## src/rtl/muldiv_unit.sv

```systemverilog
// Iterative multiply/divide unit: one shift-add or restoring shift-subtract step per cycle.
// Define MULDIV_SIGNED_EN to honour sgn; otherwise every operation is unsigned.
module muldiv_unit #(
  parameter int WIDTH = 32
) (
  input  logic             clk,
  input  logic             reset,
  input  logic             start,
  input  logic             op,
  input  logic             sgn,
  input  logic [WIDTH-1:0] a,
  input  logic [WIDTH-1:0] b,
  output logic             busy,
  output logic             done,
  output logic [WIDTH-1:0] result_lo,
  output logic [WIDTH-1:0] result_hi,
  output logic             div_by_zero
);

  localparam int CW = $clog2(WIDTH);

  typedef enum logic [1:0] {S_IDLE, S_RUN, S_FIX} state_t;

  state_t           r_state;
  state_t           w_state_next;
  logic [CW-1:0]    r_cnt;
  logic             r_op;
  logic             r_neg_a;
  logic             r_neg_b;
  logic             r_bzero;
  logic [WIDTH-1:0] r_opb;
  logic [WIDTH-1:0] r_hi;
  logic [WIDTH-1:0] r_lo;
  logic [WIDTH-1:0] r_res_lo;
  logic [WIDTH-1:0] r_res_hi;
  logic             r_dbz;
  logic             r_done;

  logic             w_sgn_en;
`ifdef MULDIV_SIGNED_EN
  assign w_sgn_en = sgn;
`else
  logic w_unused_sgn;
  assign w_unused_sgn = sgn;
  assign w_sgn_en     = 1'b0;
`endif

  logic             w_a_neg;
  logic             w_b_neg;
  logic [WIDTH-1:0] w_a_mag;
  logic [WIDTH-1:0] w_b_mag;
  assign w_a_neg = w_sgn_en & a[WIDTH-1];
  assign w_b_neg = w_sgn_en & b[WIDTH-1];
  assign w_a_mag = w_a_neg ? -a : a;
  assign w_b_mag = w_b_neg ? -b : b;

  // Multiply step: conditionally add multiplicand into the high half, shift product right.
  logic [WIDTH:0] w_sum;
  assign w_sum = {1'b0, r_hi} + ({1'b0, r_opb} & {(WIDTH+1){r_lo[0]}});

  // Divide step: shift the next dividend bit into the partial remainder and try the subtract.
  logic [WIDTH:0]   w_shift_rem;
  logic             w_ge;
  logic [WIDTH-1:0] w_sub;
  assign w_shift_rem = {r_hi, r_lo[WIDTH-1]};
  assign w_ge        = w_shift_rem >= {1'b0, r_opb};
  assign w_sub       = w_shift_rem[WIDTH-1:0] - r_opb;

  logic [2*WIDTH-1:0] w_prod_fix;
  logic [WIDTH-1:0]   w_quo_fix;
  logic [WIDTH-1:0]   w_rem_fix;
  assign w_prod_fix = (r_neg_a ^ r_neg_b) ? -{r_hi, r_lo} : {r_hi, r_lo};
  assign w_quo_fix  = (r_neg_a ^ r_neg_b) ? -r_lo : r_lo;
  assign w_rem_fix  = r_neg_a ? -r_hi : r_hi;

  always_ff @(posedge clk or posedge reset) begin
    if (reset) r_state <= S_IDLE;
    else       r_state <= w_state_next;
  end

  always_comb begin
    w_state_next = r_state;
    case (r_state)
      S_IDLE:  if (start) w_state_next = S_RUN;
      S_RUN:   if (r_cnt == CW'(WIDTH-1)) w_state_next = S_FIX;
      S_FIX:   w_state_next = S_IDLE;
      default: w_state_next = S_IDLE;
    endcase
  end

  always_comb begin
    busy = (r_state != S_IDLE);
  end

  always_ff @(posedge clk or posedge reset) begin
    if (reset) begin
      r_cnt    <= '0;
      r_op     <= 1'b0;
      r_neg_a  <= 1'b0;
      r_neg_b  <= 1'b0;
      r_bzero  <= 1'b0;
      r_opb    <= '0;
      r_hi     <= '0;
      r_lo     <= '0;
      r_res_lo <= '0;
      r_res_hi <= '0;
      r_dbz    <= 1'b0;
      r_done   <= 1'b0;
    end else begin
      r_done <= 1'b0;
      case (r_state)
        S_IDLE: if (start) begin
          r_cnt   <= '0;
          r_op    <= op;
          r_neg_a <= w_a_neg;
          r_neg_b <= w_b_neg;
          r_bzero <= (b == '0);
          r_hi    <= '0;
          r_lo    <= op ? w_a_mag : w_b_mag;
          r_opb   <= op ? w_b_mag : w_a_mag;
        end
        S_RUN: begin
          r_cnt <= r_cnt + CW'(1);
          if (r_op) begin
            r_hi <= w_ge ? w_sub : w_shift_rem[WIDTH-1:0];
            r_lo <= {r_lo[WIDTH-2:0], w_ge};
          end else begin
            {r_hi, r_lo} <= {w_sum, r_lo[WIDTH-1:1]};
          end
        end
        S_FIX: begin
          r_done <= 1'b1;
          if (!r_op) begin
            {r_res_hi, r_res_lo} <= w_prod_fix;
            r_dbz <= 1'b0;
          end else if (r_bzero) begin
            // Zero divisor: the partial remainder ends up holding |a|; restore a's sign.
            r_res_lo <= '1;
            r_res_hi <= w_rem_fix;
            r_dbz    <= 1'b1;
          end else begin
            r_res_lo <= w_quo_fix;
            r_res_hi <= w_rem_fix;
            r_dbz    <= 1'b0;
          end
        end
        default: ;
      endcase
    end
  end

  assign done        = r_done;
  assign result_lo   = r_res_lo;
  assign result_hi   = r_res_hi;
  assign div_by_zero = r_dbz;

endmodule

```

## config.mk

```make
export PLATFORM = sky130hd
export DESIGN_NAME = muldiv_unit
export DESIGN_NICKNAME = d
export VERILOG_FILES = /design/src/rtl/muldiv_unit.sv
export SDC_FILE = /design/constraint.sdc
export NUM_CORES = 1
export LEC_CHECK = 0
export ABC_AREA = 1
export CORE_MARGIN = 2
export CORE_UTILIZATION = 63
export DETAILED_ROUTE_END_ITERATION = 8
export GPL_ROUTABILITY_DRIVEN = 0
export PLACE_DENSITY = 0.95
export RECOVER_POWER = 100
export SYNTH_ARGS = -nofsm -noshare
export SYNTH_HDL_FRONTEND = slang
export SYNTH_SLANG_ARGS = --single-unit
```

## constraint.sdc

```tcl
create_clock -name clk -period 15.1 [get_ports clk]
set_clock_uncertainty 0.2 [all_clocks]
set_input_delay 4.53 -clock clk [delete_from_list [all_inputs] [get_ports clk]]
set_output_delay 4.53 -clock clk [all_outputs]
set_load 0.01 [all_outputs]
```

# ---- Yosys cells after proc, flatten, opt, wreduce, memory -nomap -nowiden
# Index checks and enable logic that the tools add are counted.
dict set report totals {
  word_cells 47
  ff_bits 171
  input_bits 69
}
dict set report classes {
  magnitude_cmp 1
  eq_ne 5
  mux 19
  bitwise 1
  n_addsub 3
  n_reduce_logical 7
}
# cell count
set ops {}
lappend ops {{two-way mux 32 bit} 9}
lappend ops {{case mux 32 bit (2 select lines)} 2}
lappend ops {{adder 32 x 33 -> 33 bit} 1}
lappend ops {{AND 32 x 33 -> 33 bit} 1}
lappend ops {{>= comparator 33 x 32 -> 1 bit} 1}
lappend ops {{zero test 32 bit} 1}
lappend ops {{subtractor 32 bit} 1}
lappend ops {{case mux 5 bit (2 select lines)} 1}
lappend ops {{AND reduction 2 bit} 3}
lappend ops {{adder 5 x 1 -> 5 bit, second input constant} 1}
lappend ops {{== test 5 bit, second input constant} 1}
lappend ops {{two-way mux 5 bit} 1}
lappend ops {{two-way mux 2 bit} 2}
lappend ops {{inequality test 2 bit, second input constant} 2}
lappend ops {{case mux 2 bit (2 select lines)} 1}
lappend ops {{nonzero test 2 bit} 2}
lappend ops {{two-way mux 1 bit} 3}
lappend ops {{== test 2 x 1 -> 1 bit, second input constant} 1}
lappend ops {{== test 2 bit, second input constant} 1}
lappend ops {{zero test 2 bit} 1}

# ---- Longest topological paths before layout
# Gate-level depths: netlist of the first run.
dict set report logic_depth {
  depth_word 4
  depth_mapped 20
  depth_no_buf 18
}

# ---- Worst setup path after synthesis of the first run
# No wires, ideal clock.
dict set report synth_timing {
  path_type {input to register}
  from {in op}
  to {reg r_lo[10]}
  stages 8
  setup_ps 130
  slack_ps 9299
  arrival_ps 5471
  t_required_ps 14770
  cell_sequence {inv_1 -> clkbuf_1 -> clkbuf_1 -> a21oi_1 -> o21ai_0 -> o21ai_0 -> nand2_1 -> o21ai_0}
}
dict set report synth_via {
  elab_chain_len 3
}
# element line
set synth_rtl {}
lappend synth_rtl {{start, declared} 9} ;# input logic op,
lappend synth_rtl {{two-way mux 32 bit} 119} ;# r_lo <= op ? w_a_mag : w_b_mag;
lappend synth_rtl {{two-way mux 32 bit} 112} ;# S_IDLE: if (start) begin
lappend synth_rtl {{case mux 32 bit (2 select lines)} 111} ;# case (r_state)
lappend synth_rtl {{end signal, assigned} 119}
lappend synth_rtl {{end signal, assigned} 126} ;# r_lo <= {r_lo[WIDTH-2:0], w_ge};
lappend synth_rtl {{end signal, assigned} 128} ;# {r_hi, r_lo} <= {w_sum, r_lo[WIDTH-1:1]};
lappend synth_rtl {{end, declared} 33} ;# logic [WIDTH-1:0] r_lo;
# No other way between the ends. The select of a mux whose other input is x is not followed.
# A chain may end at the register's enable or synchronous reset.

# ---- Worst setup path after layout of the first run
dict set report layout_timing {
  from {in start}
  to {reg r_lo[30]}
}
dict set report layout_via {
  elab_chain_len 2
}
# element line
set layout_rtl {}
lappend layout_rtl {{start, declared} 8} ;# input logic start,
lappend layout_rtl {{inequality test 2 bit (no source line)} n/a}
lappend layout_rtl {{AND reduction 2 bit (no source line)} n/a}
# No other way between the ends.

==> flow_summary.toml, run 1 <==
[run_status]
status = "complete, but fails checks"
violations = "design-rule violations, max-capacitance violations, max-slew violations"

[yosys]
syn_nets = 2235
synth_edf_count = 0
yosysWarnings = 0
yosys.area.top_type = "dfrtp_1"
synth_ff_type = "dfrtp_1"
synthCells = 2098
syn-cell-area_um2 = 13400
yosys_register_bits = 171
synth_area_leaders = "dfrtp_1, nand2_1, inv_1, o21ai_0, ha_1"
ys_seq_area_share_pct = 31.9
syn_area_per_cell_um2 = 6.39
async_flop_share_pct = 100
ys_types = 42
synth_top_cell_area_share_pct = 31.9

[power_and_ir_drop]
vdd_drop_max_uv = 149
pwr_density_cell_nw_per_um2 = 255
p_leak_uw = 0.00809

[global_route]
grt-ovfl-total = 0
grt_pass1_wl_mm = 67.9
grt_max_degree = 97
grt_pass1_vias = 14025
antenna_found_initial = 1
track_usage_pct = 38.5

[worst_setup_path]
r2r_slack_ns = 9.73
reg2reg_to = "r_lo[30]$_DFFE_PP0P_"
reg2reg_depth = 8
required_ns = 15.15
startpoint_type = "input port"
cp-end-kind = "flop"
crit_type = "input port to flop"
critPathMaxFanout = 65
worst_ep_arrival_time_ns = 9.45
r2r-start = "r_state[1]$_DFFE_PP0P_"

[job]
maxCapViolations = 9

[clock_tree]
cts_max_level = 4
cts_tree = "yes"
clkSlewWorstSetupHoldPaths_ns = 0.07
ctsResizeCount = 0
cts_setup_buffers = 0
clockBufferDepth = 2
cts_buffers = 17
clock_latency_ns = 0.45
cts_hold_buf = 0
root_buffer = "clkbuf_16"
cts_sinks = 171

[die]
die-height_um = 150
coreArea_um2 = 21000
io_pins = 136
die_w_um = 150
initial_utilization_pct = 63.9
fp.dieArea_um2 = 22400
row_count = 53

[timing]
worst_pin_slew_ns = 4.35
final_max_slew_viol_count = 506
finalSetupViolations = 0
fmax_mhz = 106
relSlewSlack_pct = -191
rsz0062_at_grt = "no"
hold_viol_final = 0
layout_setup_ws_ns = 5.69
tns_ns = 0
post-route-period-util_pct = 62.3
layout_min_cycle_time_ns = 9.41

[final_layout]
layout_commonest_cell = "nand2_1"
syn_to_final_growth_pct = 14.8
fin_cells = 2469
drive_gt1_share_pct = 2.83
final_cell_mix = "nand2_1, inv_1, o21ai_0, dfrtp_1, nor2_1"
n_antenna_cell = 0
finalNetCount = 2318

[routing]
ant_nets = 0
routed_via_density = 6.14
dr.first_iter.drc_count = 2034
dr_total_vias = 15149
drc = 5
drt_wl_total_mm = 42.9
wl_per_cell_um = 17.4
dr.pass1.iters = 9

[min_path]
min_to = "result_hi[28]$_DFFE_PP0P_"
hold_start = "result_hi[28]$_DFFE_PP0P_"
hp-class = "flop to flop"
whs_path_depth = 2

[place]
port_buffers = 134
dp_cells = 2437
dp_hpwl_mm = 30.8
place_ws_ns = 7.75
==> sequential cells by signal, indices dropped and copies added, names as in the netlist <==
| name | flops |
|---|---|
| result_hi | 32 |
| r_opb | 32 |
| result_lo | 32 |
| r_lo | 32 |
| done | 1 |
| r_hi | 32 |
| r_state | 2 |
| div_by_zero | 1 |
| r_cnt | 5 |
| r_bzero | 1 |
| r_op | 1 |
==> cells by family after synthesis <==
family / count (synthesis) / share of synthesized area [%]
compound gates: 412 / 17.1
xor+xnor: 19 / 1.24
fa+ha+maj: 68 / 6.46
buf+inv: 432 / 12.3
flops: 171 / 31.9
simple gates: 996 / 31.0
==> metrics by stage <==
step / hold slack, ns / total power (uW) / util, % / area, um2
final: 0.272 / 3920 / 73.4 / 15400
after global routing: 0.300 / 4210 / 73.4 / 15400
after CTS: 0.283 / 3790 / 73.6 / 15400
after detailed placement: 0.264 / 3300 / 70.9 / 14900
after global placement: 0.265 / 3190 / 70.9 / 14900
after floorplan: 0.252 / 2670 / - / 13400
==> cell type report <==
| type | instances | area [um2] |
|---|---|---|
| Clock buffer | 17 | 425 |
| Clock inverter | 15 | 153 |
| Fill cell | 1537 | 5570 |
| Inverter | 350 | 1320 |
| Multi-Input combinational cell | 1495 | 7470 |
| Sequential cell | 171 | 4280 |
| Tap cell | 275 | 344 |
| Timing Repair Buffer | 146 | 1400 |
==> per-layer routing <==
| metal | global-route usage (%) | vias to the layer above | part of all wire, % |
|---|---|---|---|
| li1 | - | 6921 | - |
| met1 | 48.1 | 6751 | 35 |
| met2 | 59.9 | 1178 | 44 |
| met3 | 10.3 | 297 | 14 |
| met4 | 22.7 | 2 | 6.6 |
| met5 | 0 | - | 0.030 |
==> critical path, cell delays in order <==
cell	delay, ns
dlygate4sd3_1	0.52
nand2_1	0.17
inv_1	0.09
clkbuf_1	1.77
nor2_1	0.21
clkinv_1	0.54
clkbuf_1	1.30
o21ai_0	0.26
==> how the worst max path moves through the flow <==
stage	from	end	slack, ns	cells past startpoint
floorplan	reset	div_by_zero$_DFFE_PP0P_	5.74	1
global placement	start	r_lo[26]$_DFFE_PP0P_	7.84	9
detailed placement	start	r_lo[30]$_DFFE_PP0P_	7.75	9
CTS	start	r_lo[10]$_DFFE_PP0P_	8.16	9
global route	start	r_lo[30]$_DFFE_PP0P_	5.10	8
finish	start	r_lo[30]$_DFFE_PP0P_	5.69	8
==> report_power, final <==
group / internal [uW] / switching, uW
clock network: 221 / 219
registers: 622 / 176
logic: 883 / 1800
==> cells in the mapped netlist (8+ instances only) <==
master,number
o211ai_1,64
nor3_1,12
ha_1,66
a21oi_1,102
nand3b_1,10
o21bai_1,12
nand4_1,36
xnor2_1,14
inv_1,341
nand2_1,637
dfrtp_1,171
clkbuf_1,65
o21ai_0,214
o21ai_1,8
nand3_1,138
nor2_1,140
buf_1,8
No activity file was read; power rests on OpenSTA's default activity.
==> run 2: changes to the inputs <==
- CORE_UTILIZATION: 63 -> 53
- PLACE_DENSITY: 0.95 -> 0.87
- clock period: 15.1 -> 8.6 ns (I/O delays scaled with it)
==> run 2 against run 1 <==
Effect of this change:
- the run ends with max-capacitance violations, max-slew violations left
- critical path type unchanged
- largest cell class unchanged
- hold slack improved by 0.0063 ns
- flip-flop and latch count is the same
- routed wire length down 3.5%
- critical path depth grew 1
- critical endpoint is now r_lo[16]$_DFFE_PP0P_
- sequential share of layout area decreased by 0.20 points
==> flow_summary.toml, run 2 (same netlist as run 1, synthesis figures left out) <==
[timing]
hold_viol_final = 0
relSlewSlack_pct = -168
tns_ns = 0
fmax_mhz = 160
worst_pin_slew_ns = 4.01
layout_min_cycle_time_ns = 6.24
final_max_slew_viol_count = 322
finalSetupViolations = 0
post-route-period-util_pct = 72.6
rsz0062_at_grt = "no"

[job]
maxCapViolations = 4

[die]
row_count = 58
coreArea_um2 = 25000
die-height_um = 163
io_pins = 136
fp.dieArea_um2 = 26600
die_w_um = 163
initial_utilization_pct = 53.7

[clock_tree]
cts_buffers = 17
cts_sinks = 171
clock_latency_ns = 0.44
clkSlewWorstSetupHoldPaths_ns = 0.07
ctsResizeCount = 0
cts_tree = "yes"
cts_setup_buffers = 0
root_buffer = "clkbuf_16"
cts_hold_buf = 0
cts_max_level = 4
clockBufferDepth = 2

[worst_setup_path]
reg2reg_depth = 7
required_ns = 8.76
crit_path_end = "r_lo[16]$_DFFE_PP0P_"
r2r_slack_ns = 2.63
cp-end-kind = "flop"
reg2reg_to = "r_lo[7]$_DFFE_PP0P_"
crit_type = "input port to flop"
startpoint_type = "input port"
worst_setup_path_startpoint = "op"
worst_ep_arrival_time_ns = 6.41
critPathMaxFanout = 65
r2r-start = "r_state[1]$_DFFE_PP0P_"

[final_layout]
n_antenna_cell = 0
multi_input_area_um2 = 7470
fin_cells = 2524
layout_commonest_cell = "nand2_1"
final_cell_mix = "nand2_1, inv_1, o21ai_0, dfrtp_1"
final-seq-area_um2 = 4280
fillers = 2203
finalNetCount = 2318
syn_to_final_growth_pct = 15.7
drive_gt1_share_pct = 3.05

[global_route]
grt-ovfl-total = 0
track_usage_pct = 31.4
antenna_found_initial = 0
grt_max_degree = 101
grt_pass1_wl_mm = 66.6
grt_pass1_vias = 13767

[place]
dp_hpwl_mm = 31.1
dp_cells = 2492
port_buffers = 134

[routing]
dr_total_vias = 14553
ant_nets = 0
routed_via_density = 5.77
drt_wl_total_mm = 41.4
dr.first_iter.drc_count = 1482
dr.pass1.iters = 6
drc = 0
wl_per_cell_um = 16.4

[min_path]
hp-class = "flop to flop"

[power_and_ir_drop]
p_leak_uw = 0.00812
pwr_density_cell_nw_per_um2 = 439
vdd_drop_max_uv = 199

[run_status]
violations = "max-capacitance violations, max-slew violations"
status = "complete, but fails checks"
[run 2: changes by cell type in the layout (fill, tap and decap cells not counted), sizes merged]
cell | before | now
buf | 5 | 9
bufinv | 0 | 1
clkbuf | 25 | 21
clkinv | 8 | 9
clkinvlp | 3 | 1
[run 2: critical path, cell delays in order]
cell and delay, ns:
buf_2 0.09, clkbuf_1 1.75, inv_1 0.80, buf_4 0.51
a21oi_1 0.18, o21ai_0 0.17, o21ai_0 0.10, nand2_1 0.08
o21ai_0 0.09
[run 2: power breakdown]
part / switching, uW / leakage, uW / internal (uW) / total [uW]
clock: 377 / 0.000294 / 417 / 793
combinational: 3070 / 0.00587 / 1560 / 4630
sequential: 290 / 0.00196 / 1090 / 1380
total: 3730 / 0.00812 / 3070 / 6800
[run 2: through the flow]
stage / worst slack [ns] / power [uW] / utilization (%) / hold slack (ns) / area [um2]
6_report: 2.36 / 6800 / 62.1 / 0.279 / 15500
5_1_grt: 1.92 / 7380 / 62.1 / 0.302 / 15500
3_5_place_dp: 3.32 / 5790 / 59.8 / 0.269 / 14900
4_1_cts: 3.78 / 6640 / 62.2 / 0.288 / 15500
2_1_floorplan: 1.19 / 4690 / - / 0.252 / 13400
3_3_place_gp: 3.42 / 5640 / 59.8 / 0.265 / 14900
[run 2: worst min path at each step]
stage | start | endpoint | slack (ns) | cells past startpoint
detailed placement | result_hi[31]$_DFFE_PP0P_ | result_hi[31]$_DFFE_PP0P_ | 0.27 | 2
finish | result_hi[22]$_DFFE_PP0P_ | result_hi[22]$_DFFE_PP0P_ | 0.28 | 2
floorplan | r_cnt[3]$_DFFE_PP0P_ | r_cnt[3]$_DFFE_PP0P_ | 0.25 | 1
global route | result_hi[25]$_DFFE_PP0P_ | result_hi[25]$_DFFE_PP0P_ | 0.30 | 2
CTS | result_hi[31]$_DFFE_PP0P_ | result_hi[31]$_DFFE_PP0P_ | 0.29 | 2
global placement | div_by_zero$_DFFE_PP0P_ | div_by_zero$_DFFE_PP0P_ | 0.27 | 2
[run 2: metal layers]
layer  global-route usage, %  share of wire (%)
met1                    40.1                 39
met2                    51.8                 46
met3                    4.99                 10
met4                    16.0                4.8
met5                       0                  0
[run 2: area by class of cell]
| type | count | share of cell area [%] |
|---|---|---|
| sequential | 171 | 27.6 |
| inverter | 350 | 8.51 |
| clock inverter | 15 | 1.13 |
| multi-input combinational | 1495 | 48.2 |
| clock buffer | 17 | 2.75 |
| tap | 330 | 2.66 |
| timing repair buffer | 146 | 9.11 |
